**src/rtl/mem_ctrl_if.sv**
```systemverilog
// Bus bundle between the pipeline's fetch/load-store requesters, mem_ctrl and the byte-wide RAM.
interface mem_ctrl_if #(
  parameter int ADDR_W = 32,
  parameter int DATA_W = 32
);
  logic              if_req;
  logic [ADDR_W-1:0] if_addr;
  logic              if_done;
  logic [DATA_W-1:0] if_data;

  logic              mem_req;
  logic              mem_we;
  logic [1:0]        mem_size;
  logic [ADDR_W-1:0] mem_addr;
  logic [DATA_W-1:0] mem_wdata;
  logic              mem_done;
  logic [DATA_W-1:0] mem_rdata;

  logic [ADDR_W-1:0] ram_a;
  logic [7:0]        ram_dout;
  logic              ram_wr;
  logic [7:0]        ram_din;

  modport slave (
    input  if_req, if_addr, mem_req, mem_we, mem_size, mem_addr, mem_wdata, ram_din,
    output if_done, if_data, mem_done, mem_rdata, ram_a, ram_dout, ram_wr
  );

  modport master (
    output if_req, if_addr, mem_req, mem_we, mem_size, mem_addr, mem_wdata, ram_din,
    input  if_done, if_data, mem_done, mem_rdata, ram_a, ram_dout, ram_wr
  );
endinterface

```
**src/rtl/mem_ctrl.sv**
```systemverilog
// Arbitrates the byte-wide RAM port between instruction fetch and load/store, serialising
// 1/2/4-byte transfers and returning a one-cycle done pulse to the requester.
module mem_ctrl #(
  parameter int ADDR_W = 32,
  parameter int DATA_W = 32
) (
  input  logic       clk,
  input  logic       rst,
  input  logic       rdy,
  input  logic       jump_or_not,
  mem_ctrl_if.slave  bus
);

  typedef enum logic [1:0] {
    IDLE  = 2'd0,
    READ  = 2'd1,
    WRITE = 2'd2
  } state_e;

  state_e            state_q, state_d;
  logic [2:0]        cnt_q, cnt_d;
  logic [2:0]        n_q, n_d;
  logic              is_if_q, is_if_d;
  logic [ADDR_W-1:0] addr_q, addr_d;
  logic [DATA_W-1:0] wdata_q, wdata_d;
  logic [DATA_W-1:0] buf_q, buf_d;
  logic [ADDR_W-1:0] ram_a_q, ram_a_d;
  logic [7:0]        ram_dout_q, ram_dout_d;
  logic              ram_wr_q, ram_wr_d;
  logic              if_done_q, if_done_d;
  logic              mem_done_q, mem_done_d;
  logic [DATA_W-1:0] if_data_q, if_data_d;
  logic [DATA_W-1:0] mem_rdata_q, mem_rdata_d;

  function automatic logic [2:0] size_to_n(input logic [1:0] size);
    case (size)
      2'b00:   return 3'd1;
      2'b01:   return 3'd2;
      default: return 3'd4;
    endcase
  endfunction

  always_comb begin
    // NOTE: every *_d takes its held value first, so no path through this block infers a latch.
    state_d     = state_q;
    cnt_d       = cnt_q;
    n_d         = n_q;
    is_if_d     = is_if_q;
    addr_d      = addr_q;
    wdata_d     = wdata_q;
    buf_d       = buf_q;
    ram_a_d     = ram_a_q;
    ram_dout_d  = ram_dout_q;
    ram_wr_d    = ram_wr_q;
    if_done_d   = 1'b0;
    mem_done_d  = 1'b0;
    if_data_d   = if_data_q;
    mem_rdata_d = mem_rdata_q;

    case (state_q)
      IDLE: begin
        // Waiting out a high done pulse keeps a still-asserted request from being re-granted.
        if (!if_done_q && !mem_done_q) begin
          if (bus.mem_req) begin
            is_if_d = 1'b0;
            addr_d  = bus.mem_addr;
            wdata_d = bus.mem_wdata;
            n_d     = size_to_n(bus.mem_size);
            state_d = bus.mem_we ? WRITE : READ;
          end else if (bus.if_req && !jump_or_not) begin
            is_if_d = 1'b1;
            addr_d  = bus.if_addr;
            n_d     = 3'd4;
            state_d = READ;
          end
          if (state_d == WRITE) begin
            ram_a_d    = addr_d;
            ram_dout_d = wdata_d[7:0];
            ram_wr_d   = 1'b1;
            cnt_d      = 3'd1;
          end else if (state_d == READ) begin
            ram_a_d = addr_d;
            buf_d   = '0;
            cnt_d   = 3'd0;
          end
        end
      end

      READ: begin
        if (jump_or_not && is_if_q) begin
          state_d = IDLE;
          cnt_d   = 3'd0;
        end else begin
          buf_d[{cnt_q[1:0], 3'b000} +: 8] = bus.ram_din;
          cnt_d = cnt_q + 3'd1;
          if (cnt_q + 3'd1 < n_q) begin
            ram_a_d = addr_q + ADDR_W'(cnt_q + 3'd1);
          end else begin
            state_d = IDLE;
            if (is_if_q) begin
              if_done_d = 1'b1;
              if_data_d = buf_d;
            end else begin
              mem_done_d  = 1'b1;
              mem_rdata_d = buf_d;
            end
          end
        end
      end

      WRITE: begin
        if (cnt_q < n_q) begin
          ram_a_d    = addr_q + ADDR_W'(cnt_q);
          ram_dout_d = wdata_q[{cnt_q[1:0], 3'b000} +: 8];
          cnt_d      = cnt_q + 3'd1;
        end else begin
          ram_wr_d   = 1'b0;
          mem_done_d = 1'b1;
          state_d    = IDLE;
        end
      end

      default: state_d = IDLE;
    endcase
  end

  // NOTE: state uses non-blocking assignments so every flop samples pre-edge values.
  always_ff @(posedge clk or posedge rst) begin
    if (rst) begin
      state_q     <= IDLE;
      cnt_q       <= '0;
      n_q         <= '0;
      is_if_q     <= 1'b0;
      addr_q      <= '0;
      wdata_q     <= '0;
      buf_q       <= '0;
      ram_a_q     <= '0;
      ram_dout_q  <= '0;
      ram_wr_q    <= 1'b0;
      if_done_q   <= 1'b0;
      mem_done_q  <= 1'b0;
      if_data_q   <= '0;
      mem_rdata_q <= '0;
    end else if (rdy) begin
      state_q     <= state_d;
      cnt_q       <= cnt_d;
      n_q         <= n_d;
      is_if_q     <= is_if_d;
      addr_q      <= addr_d;
      wdata_q     <= wdata_d;
      buf_q       <= buf_d;
      ram_a_q     <= ram_a_d;
      ram_dout_q  <= ram_dout_d;
      ram_wr_q    <= ram_wr_d;
      if_done_q   <= if_done_d;
      mem_done_q  <= mem_done_d;
      if_data_q   <= if_data_d;
      mem_rdata_q <= mem_rdata_d;
    end
  end

  assign bus.ram_a     = ram_a_q;
  assign bus.ram_dout  = ram_dout_q;
  // A frozen pipeline must not keep writing the byte it is parked on.
  assign bus.ram_wr    = ram_wr_q & rdy;
  assign bus.if_done   = if_done_q;
  assign bus.if_data   = if_data_q;
  assign bus.mem_done  = mem_done_q;
  assign bus.mem_rdata = mem_rdata_q;

endmodule
```
**src/flat_wrapper.sv**
```systemverilog
// flat-port wrapper written by rule: the top's interface ports become plain ports
module mem_ctrl_flat 
#(
  parameter int ADDR_W = 32,
  parameter int DATA_W = 32
)
  (clk, rst, rdy, jump_or_not, bus_if_req, bus_if_addr, bus_mem_req, bus_mem_we, bus_mem_size, bus_mem_addr, bus_mem_wdata, bus_ram_din, bus_if_done, bus_if_data, bus_mem_done, bus_mem_rdata, bus_ram_a, bus_ram_dout, bus_ram_wr);
  mem_ctrl_if #(.ADDR_W(ADDR_W), .DATA_W(DATA_W)) bus_i ();
  input  logic clk;
  input  logic rst;
  input  logic rdy;
  input  logic jump_or_not;
  input wire logic [$bits(bus_i.if_req)-1:0] bus_if_req;
  input wire logic [$bits(bus_i.if_addr)-1:0] bus_if_addr;
  input wire logic [$bits(bus_i.mem_req)-1:0] bus_mem_req;
  input wire logic [$bits(bus_i.mem_we)-1:0] bus_mem_we;
  input wire logic [$bits(bus_i.mem_size)-1:0] bus_mem_size;
  input wire logic [$bits(bus_i.mem_addr)-1:0] bus_mem_addr;
  input wire logic [$bits(bus_i.mem_wdata)-1:0] bus_mem_wdata;
  input wire logic [$bits(bus_i.ram_din)-1:0] bus_ram_din;
  output wire logic [$bits(bus_i.if_done)-1:0] bus_if_done;
  output wire logic [$bits(bus_i.if_data)-1:0] bus_if_data;
  output wire logic [$bits(bus_i.mem_done)-1:0] bus_mem_done;
  output wire logic [$bits(bus_i.mem_rdata)-1:0] bus_mem_rdata;
  output wire logic [$bits(bus_i.ram_a)-1:0] bus_ram_a;
  output wire logic [$bits(bus_i.ram_dout)-1:0] bus_ram_dout;
  output wire logic [$bits(bus_i.ram_wr)-1:0] bus_ram_wr;
  assign bus_i.if_req = bus_if_req;
  assign bus_i.if_addr = bus_if_addr;
  assign bus_i.mem_req = bus_mem_req;
  assign bus_i.mem_we = bus_mem_we;
  assign bus_i.mem_size = bus_mem_size;
  assign bus_i.mem_addr = bus_mem_addr;
  assign bus_i.mem_wdata = bus_mem_wdata;
  assign bus_i.ram_din = bus_ram_din;
  assign bus_if_done = bus_i.if_done;
  assign bus_if_data = bus_i.if_data;
  assign bus_mem_done = bus_i.mem_done;
  assign bus_mem_rdata = bus_i.mem_rdata;
  assign bus_ram_a = bus_i.ram_a;
  assign bus_ram_dout = bus_i.ram_dout;
  assign bus_ram_wr = bus_i.ram_wr;
  mem_ctrl #(.ADDR_W(ADDR_W), .DATA_W(DATA_W)) u_core (.clk(clk), .rst(rst), .rdy(rdy), .jump_or_not(jump_or_not), .bus(bus_i));
endmodule
```
**config.mk**
```make
export PLATFORM = sky130hd
export DESIGN_NAME = mem_ctrl_flat
export DESIGN_NICKNAME = d
export VERILOG_FILES = /design/src/rtl/mem_ctrl_if.sv /design/src/rtl/mem_ctrl.sv /design/src/flat_wrapper.sv
export SDC_FILE = /design/constraint.sdc
export NUM_CORES = 1
export LEC_CHECK = 0
export BUFFER_PORTS_ARGS = -buffer_cell sky130_fd_sc_hd__buf_2
export CORE_AREA = 3 3 158 160
export DETAILED_ROUTE_END_ITERATION = 16
export DIE_AREA = 0 0 161 163
export GPL_ROUTABILITY_DRIVEN = 0
export PLACE_DENSITY = 0.74
export SETUP_SLACK_MARGIN = 0.5
export SYNTH_ARGS = -nofsm -noshare
export SYNTH_HDL_FRONTEND = slang
export SYNTH_SLANG_ARGS = --single-unit
```
**constraint.sdc**
```tcl
create_clock -name clk -period 9.55 [get_ports clk]
set_input_delay 1.91 -clock clk [delete_from_list [all_inputs] [get_ports clk]]
set_output_delay 1.91 -clock clk [all_outputs]
set_load 0.05 [all_outputs]
```
==> results.py, run 1 <==
metrics = {
    "sta": {
        "hold_violations": 0,
        "maxSlewViolCount": 0,
        "fmax_mhz": 219.7,
        "slew_headroom": 0.2081,
        "skew_ns": 0.01668,
        "fin_tns_setup_ns": 0,
        "finalCriticalPeriod_ns": 4.552,
        "rsz0062_at_grt": "false",
        "finalCritPeriodShare": 0.4766,
        "worst_slew_pin_slew_ns": 1.184,
        "setup_violations": 0,
    },
    "cts": {
        "clock_sinks": 212,
        "tritoncts": "done",
        "cts.clk_slew.worst_paths_ns": 0.06,
        "postCtsHoldBufs": 0,
        "clk_latency_ns": 0.51,
        "cts_buffers": 25,
        "cts_max_level": 1,
        "clk_path_buf_depth": 3,
        "postCtsSetupRepairBufs": 0,
        "post_cts_resized": 0,
        "root_buffer": "clkbuf_16",
    },
    "power": {
        "seqPwrFrac": 0.332,
        "switchingPower_mw": 1.810,
        "p_clk_frac": 0.249,
        "combPwrFrac": 0.419,
        "leakagePower_nw": 6.005,
        "peakVddDrop_v": 0.0001834,
        "netSwitchingFraction": 0.4205,
        "internal-power_mw": 2.494,
        "power_density_mw_per_mm2": 336.1,
    },
    "worst_setup_path": {
        "critPathKind": "register to register",
        "path_max_fanout": 17,
        "setup.worst_path.start_class": "register",
        "critical_path_arrival_ns": 4.95,
        "r2r_cells": 10,
        "worstSetupEndpointType": "register",
        "worstPathRequired_ns": 9.94,
    },
    "global_routing": {
        "grt_pass1_vias": 8429,
        "grt_usage": 0.2054,
        "grt-ovfl-total": 0,
        "grt_pass1_wl_um": 44170,
        "grt_start_max_net_pins": 135,
        "grt_antenna_before_repair": 2,
    },
    "yosys": {
        "synth_area_leaders": "dfrtp_1 (50%), o21ai_0 (5.7%), mux2_2 (5.2%), nand2_1 (5.0%), mux2i_1 (4.4%)",
        "synth_top_family_by_area": "compound AO/OA/AOI/OAI gates",
        "ys_seq_elements": 212,
        "synth_compound_area_frac": 0.1836,
        "ys.flop_type": "dfrtp_1",
        "ys_seq_area_frac": 0.5007,
        "async_flop_share": 1.000,
        "synth_area_mm2": 0.01060,
        "synth_area_per_cell_um2": 10.19,
        "yosys.area.top_type_share": 0.5007,
        "yosysTopAreaCell": "dfrtp_1",
        "synthMuxAreaShare": 0.1135,
        "synth_edf_count": 0,
        "yosys.cell_types.count": 58,
        "syn-num-nets": 1173,
        "synth_xor_area_frac": 0.02480,
        "netlist_instances": 1040,
        "yosys.area_share.simple": 0.1137,
        "synth_fa_ha_area_frac": 0.02433,
        "synth_warnings": 0,
    },
    "detailed_routing": {
        "drtAntennaViolNets": 0,
        "route.detailed.drc": 0,
        "avgViaCountPerCell": 5.520,
        "vias": 8623,
        "drt-total-wl_um": 27700,
        "drt_iter0_drc": 718,
        "drt-pass1-iter-count": 5,
        "avgRoutedWirePerCell_um": 17.73,
    },
    "floorplanning": {
        "core_mm2": 0.02354,
        "io_pins": 220,
        "fp.dieH_um": 163,
        "die_w_um": 161,
        "start_util": 0.4500,
        "fp.dieArea_mm2": 0.02624,
        "fp-row-count": 56,
    },
    "placed_design": {
        "placed_cell_area_mm2": 0.01188,
        "portBuffers": 219,
        "dpl.hpwl_um": 18920,
    },
    "worst_hold_path": {
        "min_delay_path_depth": 2,
        "hold_class": "register to register",
    },
    "cells_and_area": {
        "diodes": 0,
        "area_growth_pct": 20.89,
        "multi_input_area_mm2": 0.004900,
        "drive_above_1_share": 0.2735,
        "finalInstanceArea_mm2": 0.01281,
        "final_common_cell": "buf_2",
        "layout_common_cells": "buf_2 (219), dfrtp_1 (212), nand2_1 (141), o21ai_0 (121), a21oi_1 (57)",
        "num-fill-cells": 2087,
        "ff_latch_area_mm2": 0.005305,
        "nets": 1358,
    },
    "job": {
        "max_cap_viol_count": 0,
    },
    "run_status": {
        "status": "complete, no violations",
    },
}
-- through the flow --
step           power, mW  setup WS, ns  hold WS [ns]    util  cells
2_1_floorplan      2.787         1.846        0.4422       -   1040
3_3_place_gp       3.195         5.098        0.4561  0.5046   1517
3_5_place_dp       3.253         4.980        0.4651  0.5046   1517
4_1_cts            4.334         4.974        0.4787  0.5441   1562
5_1_grt            4.561         4.643        0.5057  0.5441   1562
6_report           4.305         4.998        0.4696  0.5441   1562
-- cells by family after synthesis --
family | Yosys count
AO/OA/AOI/OAI | 310
XOR/XNOR | 30
AND/OR/NAND/NOR | 267
adder cells (fa/ha/maj) | 20
buffers and inverters | 97
multiplexers | 104
flip-flops | 212
-- critical path: stages, from the launching register on --
cell      delay (ns)
dfrtp_1         0.94
inv_1           0.36
ha_1            0.53
mux2_2          0.35
ha_1            0.30
a211oi_1        0.10
o21bai_1        0.63
nand4_1         0.47
nor3_1          0.34
xor2_1          0.09
a221o_1         0.32
-- power by group through the flow --
stage               logic [mW]  registers [mW]  clock network (mW)
finish                    1.81            1.43                1.07
global placement          1.76            1.43                   0
floorplan                 1.03            1.76                   0
CTS                       1.82            1.43                1.09
detailed placement        1.81            1.44                   0
global route              1.96            1.47                1.13
-- final timing paths --
check,start,endpoint,slack [ns]
worst max-delay path,u_core.cnt_q[0],u_core.bus.ram_a[31],5.00
worst min-delay path,u_core.bus.mem_rdata[29],u_core.bus.mem_rdata[29],0.47
worst max register to register,u_core.cnt_q[0],u_core.bus.ram_a[31],5.00
worst min register to register,u_core.bus.mem_rdata[29],u_core.bus.mem_rdata[29],0.47
max in group asynchronous,rst,u_core.wdata_q[12],6.42
min in group asynchronous,rst,u_core.bus.ram_a[23],1.56
-- state kept, by name, indices dropped and copies added, names as in the netlist --
signal	cells
u_core.n_q	3
u_core.cnt_q	3
u_core.is_if_q	1
u_core.addr_q	32
u_core.bus.if_data	32
u_core.bus.mem_rdata	32
u_core.buf_q	32
u_core.bus.mem_done	1
u_core.bus.ram_a	32
u_core.bus.if_done	1
u_core.wdata_q	32
u_core.ram_wr_q	1
u_core.state_q	2
u_core.bus.ram_dout	8
-- synth_stat cells (14+ instances only) --
cell / number
buf_2: 18
xor2_1: 14
ha_1: 19
dfrtp_1: 212
o22ai_1: 20
o21ai_0: 121
inv_1: 22
mux2_2: 49
nor2_1: 47
mux2i_1: 47
a21oi_1: 57
a22oi_1: 26
clkbuf_1: 42
xnor2_1: 16
nand2_1: 142
nor3_1: 15
a221o_1: 14
a22o_1: 25
-- routing by layer --
metal	vias to the layer above	global-route usage	share of wire
li1	4117	-	-
met1	4162	0.2806	0.44
met2	273	0.3372	0.47
met3	67	0.03001	0.057
met4	4	0.07157	0.036
met5	-	0	0.00076
-- final cells by class --
type                    instances  area share
flip-flops and latches        212      0.4142
multi-input cells             731      0.3825
repair buffers                229     0.09143
clock buffers                  32     0.05324
well taps                     319     0.03116
clock inverters                13     0.01924
inverters                      26    0.008206
(Power assumes the default switching activity.)
==> run 2: changes to the inputs <==
--- a/config.mk
+++ b/config.mk
@@ -5,12 +5,13 @@
 export SDC_FILE = /design/constraint.sdc
 export NUM_CORES = 1
 export LEC_CHECK = 0
+export ABC_AREA = 1
 export BUFFER_PORTS_ARGS = -buffer_cell sky130_fd_sc_hd__buf_2
-export CORE_AREA = 3 3 158 160
+export CORE_AREA = 3 3 163 165
 export DETAILED_ROUTE_END_ITERATION = 16
-export DIE_AREA = 0 0 161 163
+export DIE_AREA = 0 0 166 168
 export GPL_ROUTABILITY_DRIVEN = 0
-export PLACE_DENSITY = 0.74
+export PLACE_DENSITY = 0.73
 export SETUP_SLACK_MARGIN = 0.5
 export SYNTH_ARGS = -nofsm -noshare
 export SYNTH_HDL_FRONTEND = slang
==> constraint.sdc (replaced) <==
create_clock -name clk -period 4.6 [get_ports clk]
set_input_delay 0.92 -clock clk [delete_from_list [all_inputs] [get_ports clk]]
set_output_delay 0.92 -clock clk [all_outputs]
set_load 0.05 [all_outputs]
==> run 2 against run 1 <==
Against the previous run: routed wire length grew 16%; clock skew down 0.0070 ns; via count grew 26%; die area grew 6.3%; combinational power grew to 2.5 times the previous value; clock power increased by 79%; utilization down 1.5 points; global-route usage rose by 2.2 points; area after synthesis is 6.4% higher; critical path depth increased by 4; largest cell class unchanged.
==> results.py, run 2 <==
metrics = {
    "yosys": {
        "netlist_instances": 1551,
        "ys.flop_type": "dfrtp_1",
        "synth_area_leaders": "dfrtp_1 (47%), nand2_1 (22%), o21ai_0 (5.4%), nand3_1 (4.6%), inv_1 (4.1%)",
        "synth_edf_count": 0,
        "synth_warnings": 0,
        "yosys.cell_types.count": 37,
        "yosys.area.top_type_share": 0.4707,
        "async_flop_share": 1.000,
        "synth_area_per_cell_um2": 7.267,
        "synth_most_common_cell": "nand2_1",
        "ys_seq_elements": 212,
        "yosysTopAreaCell": "dfrtp_1",
        "ys_seq_area_frac": 0.4707,
        "syn-num-nets": 1684,
        "synth_area_mm2": 0.01127,
        "synthTopCellsByCount": "nand2_1 (654), dfrtp_1 (212), inv_1 (122), o21ai_0 (122), nor2_1 (114)",
    },
    "cts": {
        "postCtsHoldBufs": 0,
        "cts_max_level": 1,
        "post_cts_resized": 0,
        "tritoncts": "done",
        "cts_buffers": 24,
        "root_buffer": "clkbuf_16",
        "clock_sinks": 212,
        "cts.clk_slew.worst_paths_ns": 0.06,
        "clk_path_buf_depth": 3,
        "postCtsSetupRepairBufs": 0,
        "clk_latency_ns": 0.51,
    },
    "power": {
        "peakVddDrop_v": 0.0004035,
        "power_mw": 9.550,
        "power_density_mw_per_mm2": 717.2,
        "leakagePower_nw": 7.005,
    },
    "sta": {
        "fin_tns_setup_ns": 0,
        "skew_ns": 0.009661,
        "hold_violations": 0,
        "slew_headroom": 0.4030,
        "maxSlewViolCount": 0,
        "fmax_mhz": 319.1,
        "finalCritPeriodShare": 0.6813,
        "rsz0062_at_grt": "false",
        "setup_violations": 0,
        "hold_ws_ns": 0.4721,
        "finalCriticalPeriod_ns": 3.134,
        "worst_slew_pin_slew_ns": 0.8954,
    },
    "worst_hold_path": {
        "hold_class": "register to register",
        "hold_end": "u_core.wdata_q[8]",
        "hp-start": "u_core.wdata_q[8]",
        "min_delay_path_depth": 2,
    },
    "cells_and_area": {
        "drive_above_1_share": 0.1630,
        "num-fill-cells": 2473,
        "finalNonFillerCells": 2080,
        "layout_common_cells": "nand2_1 (654), buf_2 (219), dfrtp_1 (212), o21ai_0 (122), inv_1 (121)",
        "nets": 1865,
        "final_common_cell": "nand2_1",
        "area_growth_pct": 18.14,
        "postLayoutCoreUtil": 0.5288,
    },
    "worst_setup_path": {
        "path_cells": "buf_4 > ha_1 > xnor2_1 > inv_1 > ha_1 > a21oi_1 > nand2_1 > nand2_1 > nand2_1 > inv_1 > nand3_4 > inv_4 > nand3_1 > nand2_1",
        "worstReg2RegEnd": "u_core.bus.ram_a[24]",
        "regToRegStartpoint": "u_core.cnt_q[0]",
        "worstSetupEndpointType": "register",
        "r2r_cells": 14,
        "critical_path_arrival_ns": 3.58,
        "path_max_fanout": 46,
        "critPathMaxStageDelay_ns": 0.47,
        "setup.worst_path.start_class": "register",
        "worstPathRequired_ns": 5.05,
        "critPathKind": "register to register",
        "r2r_setup_slack_ns": 1.47,
        "cpMaxStageDelayCell": "nand3_4",
        "crit_path_frequent_cell": "nand2_1",
    },
    "floorplanning": {
        "io_pins": 220,
        "core_mm2": 0.02518,
        "fp-row-count": 58,
        "start_util": 0.4476,
        "die_w_um": 166,
        "fp.dieH_um": 168,
        "fp.dieArea_mm2": 0.02789,
    },
    "detailed_routing": {
        "route.detailed.drc": 0,
        "vias": 10830,
        "drtAntennaViolNets": 0,
        "drt-total-wl_um": 32070,
        "avgViaCountPerCell": 5.204,
        "drt-pass1-iter-count": 6,
        "drt_iter0_drc": 906,
        "avgRoutedWirePerCell_um": 15.42,
    },
    "placed_design": {
        "numPlacedInstances": 2036,
        "portBuffers": 219,
        "dpl.hpwl_um": 22590,
    },
    "global_routing": {
        "grt_antenna_before_repair": 1,
        "grt_usage": 0.2273,
        "grt-ovfl-total": 0,
        "grt_start_max_net_pins": 116,
        "grt_pass1_wl_um": 52990,
        "grt_pass1_vias": 10400,
    },
    "job": {
        "max_cap_viol_count": 0,
    },
    "run_status": {
        "status": "complete, no violations",
    },
}
==> run 2: through the flow <==
step | worst slack (ns) | cell area, µm²
after floorplan | 0.9238 | 11270
after global placement | 1.467 | 12520
after detailed placement | 1.401 | 12520
after CTS | 1.466 | 13310
after global routing | 1.114 | 13310
final | 1.466 | 13320
==> run 2: kinds of logic after synthesis <==
kind of cell	after synthesis	synth area share
buf+inv	203	0.07649
fa+ha+maj	20	0.02287
mux	3	0.002664
xor+xnor	4	0.003109
compound gates	214	0.1069
flops	212	0.4707
simple gates	895	0.3173
==> run 2: cell type report <==
type	instances	area, µm²	area share
clock inverter	12	115.1	0.008645
tap	330	412.9	0.03101
sequential	212	5305	0.3984
clock buffer	31	678.2	0.05093
inverter	126	479.2	0.03599
timing repair buffer	232	1219	0.09152
antenna	1	2.502	0.0001879
multi-input combinational	1136	5104	0.3833
==> run 2: worst max-delay path by stage <==
stage / startpoint / to / slack, ns / cells past startpoint
after floorplan: rst / u_core.addr_q[0] / 0.92 / 1
after global placement: jump_or_not / u_core.bus.ram_a[24] / 1.47 / 12
after detailed placement: bus_mem_req / u_core.bus.ram_a[24] / 1.40 / 9
after CTS: u_core.cnt_q[0] / u_core.bus.ram_a[24] / 1.47 / 14
after global routing: u_core.cnt_q[0] / u_core.bus.ram_a[18] / 1.11 / 14
final: u_core.cnt_q[0] / u_core.bus.ram_a[24] / 1.47 / 14
==> run 2: where the power goes <==
| group | total [mW] | internal [mW] | switching (mW) | leakage [nW] |
|---|---|---|---|---|
| combinational | 4.60 | 1.19 | 3.41 | 3.84 |
| sequential | 3.04 | 2.53 | 0.511 | 2.78 |
| clock | 1.91 | 1.15 | 0.759 | 0.393 |
==> run 2: critical path, delay by kind of cell (launching register included) <==
kind / cells / cell delay, ns
buffers and inverters: 4 / 0.97
and+or+nand+nor: 6 / 0.94
adders and majority gates: 2 / 0.52
DFF: 1 / 0.35
AOI/OAI and AO/OA: 1 / 0.15
xor gates and xnor gates: 1 / 0.14
==> run 2: routing by layer <==
| layer | vias to the layer above | global-route usage | part of all wire |
|---|---|---|---|
| li1 | 5317 | - | - |
| met1 | 5063 | 0.3292 | 0.46 |
| met2 | 372 | 0.3573 | 0.45 |
| met3 | 71 | 0.03358 | 0.062 |
| met4 | 2 | 0.06691 | 0.026 |
| met5 | - | 0 | 0.00022 |
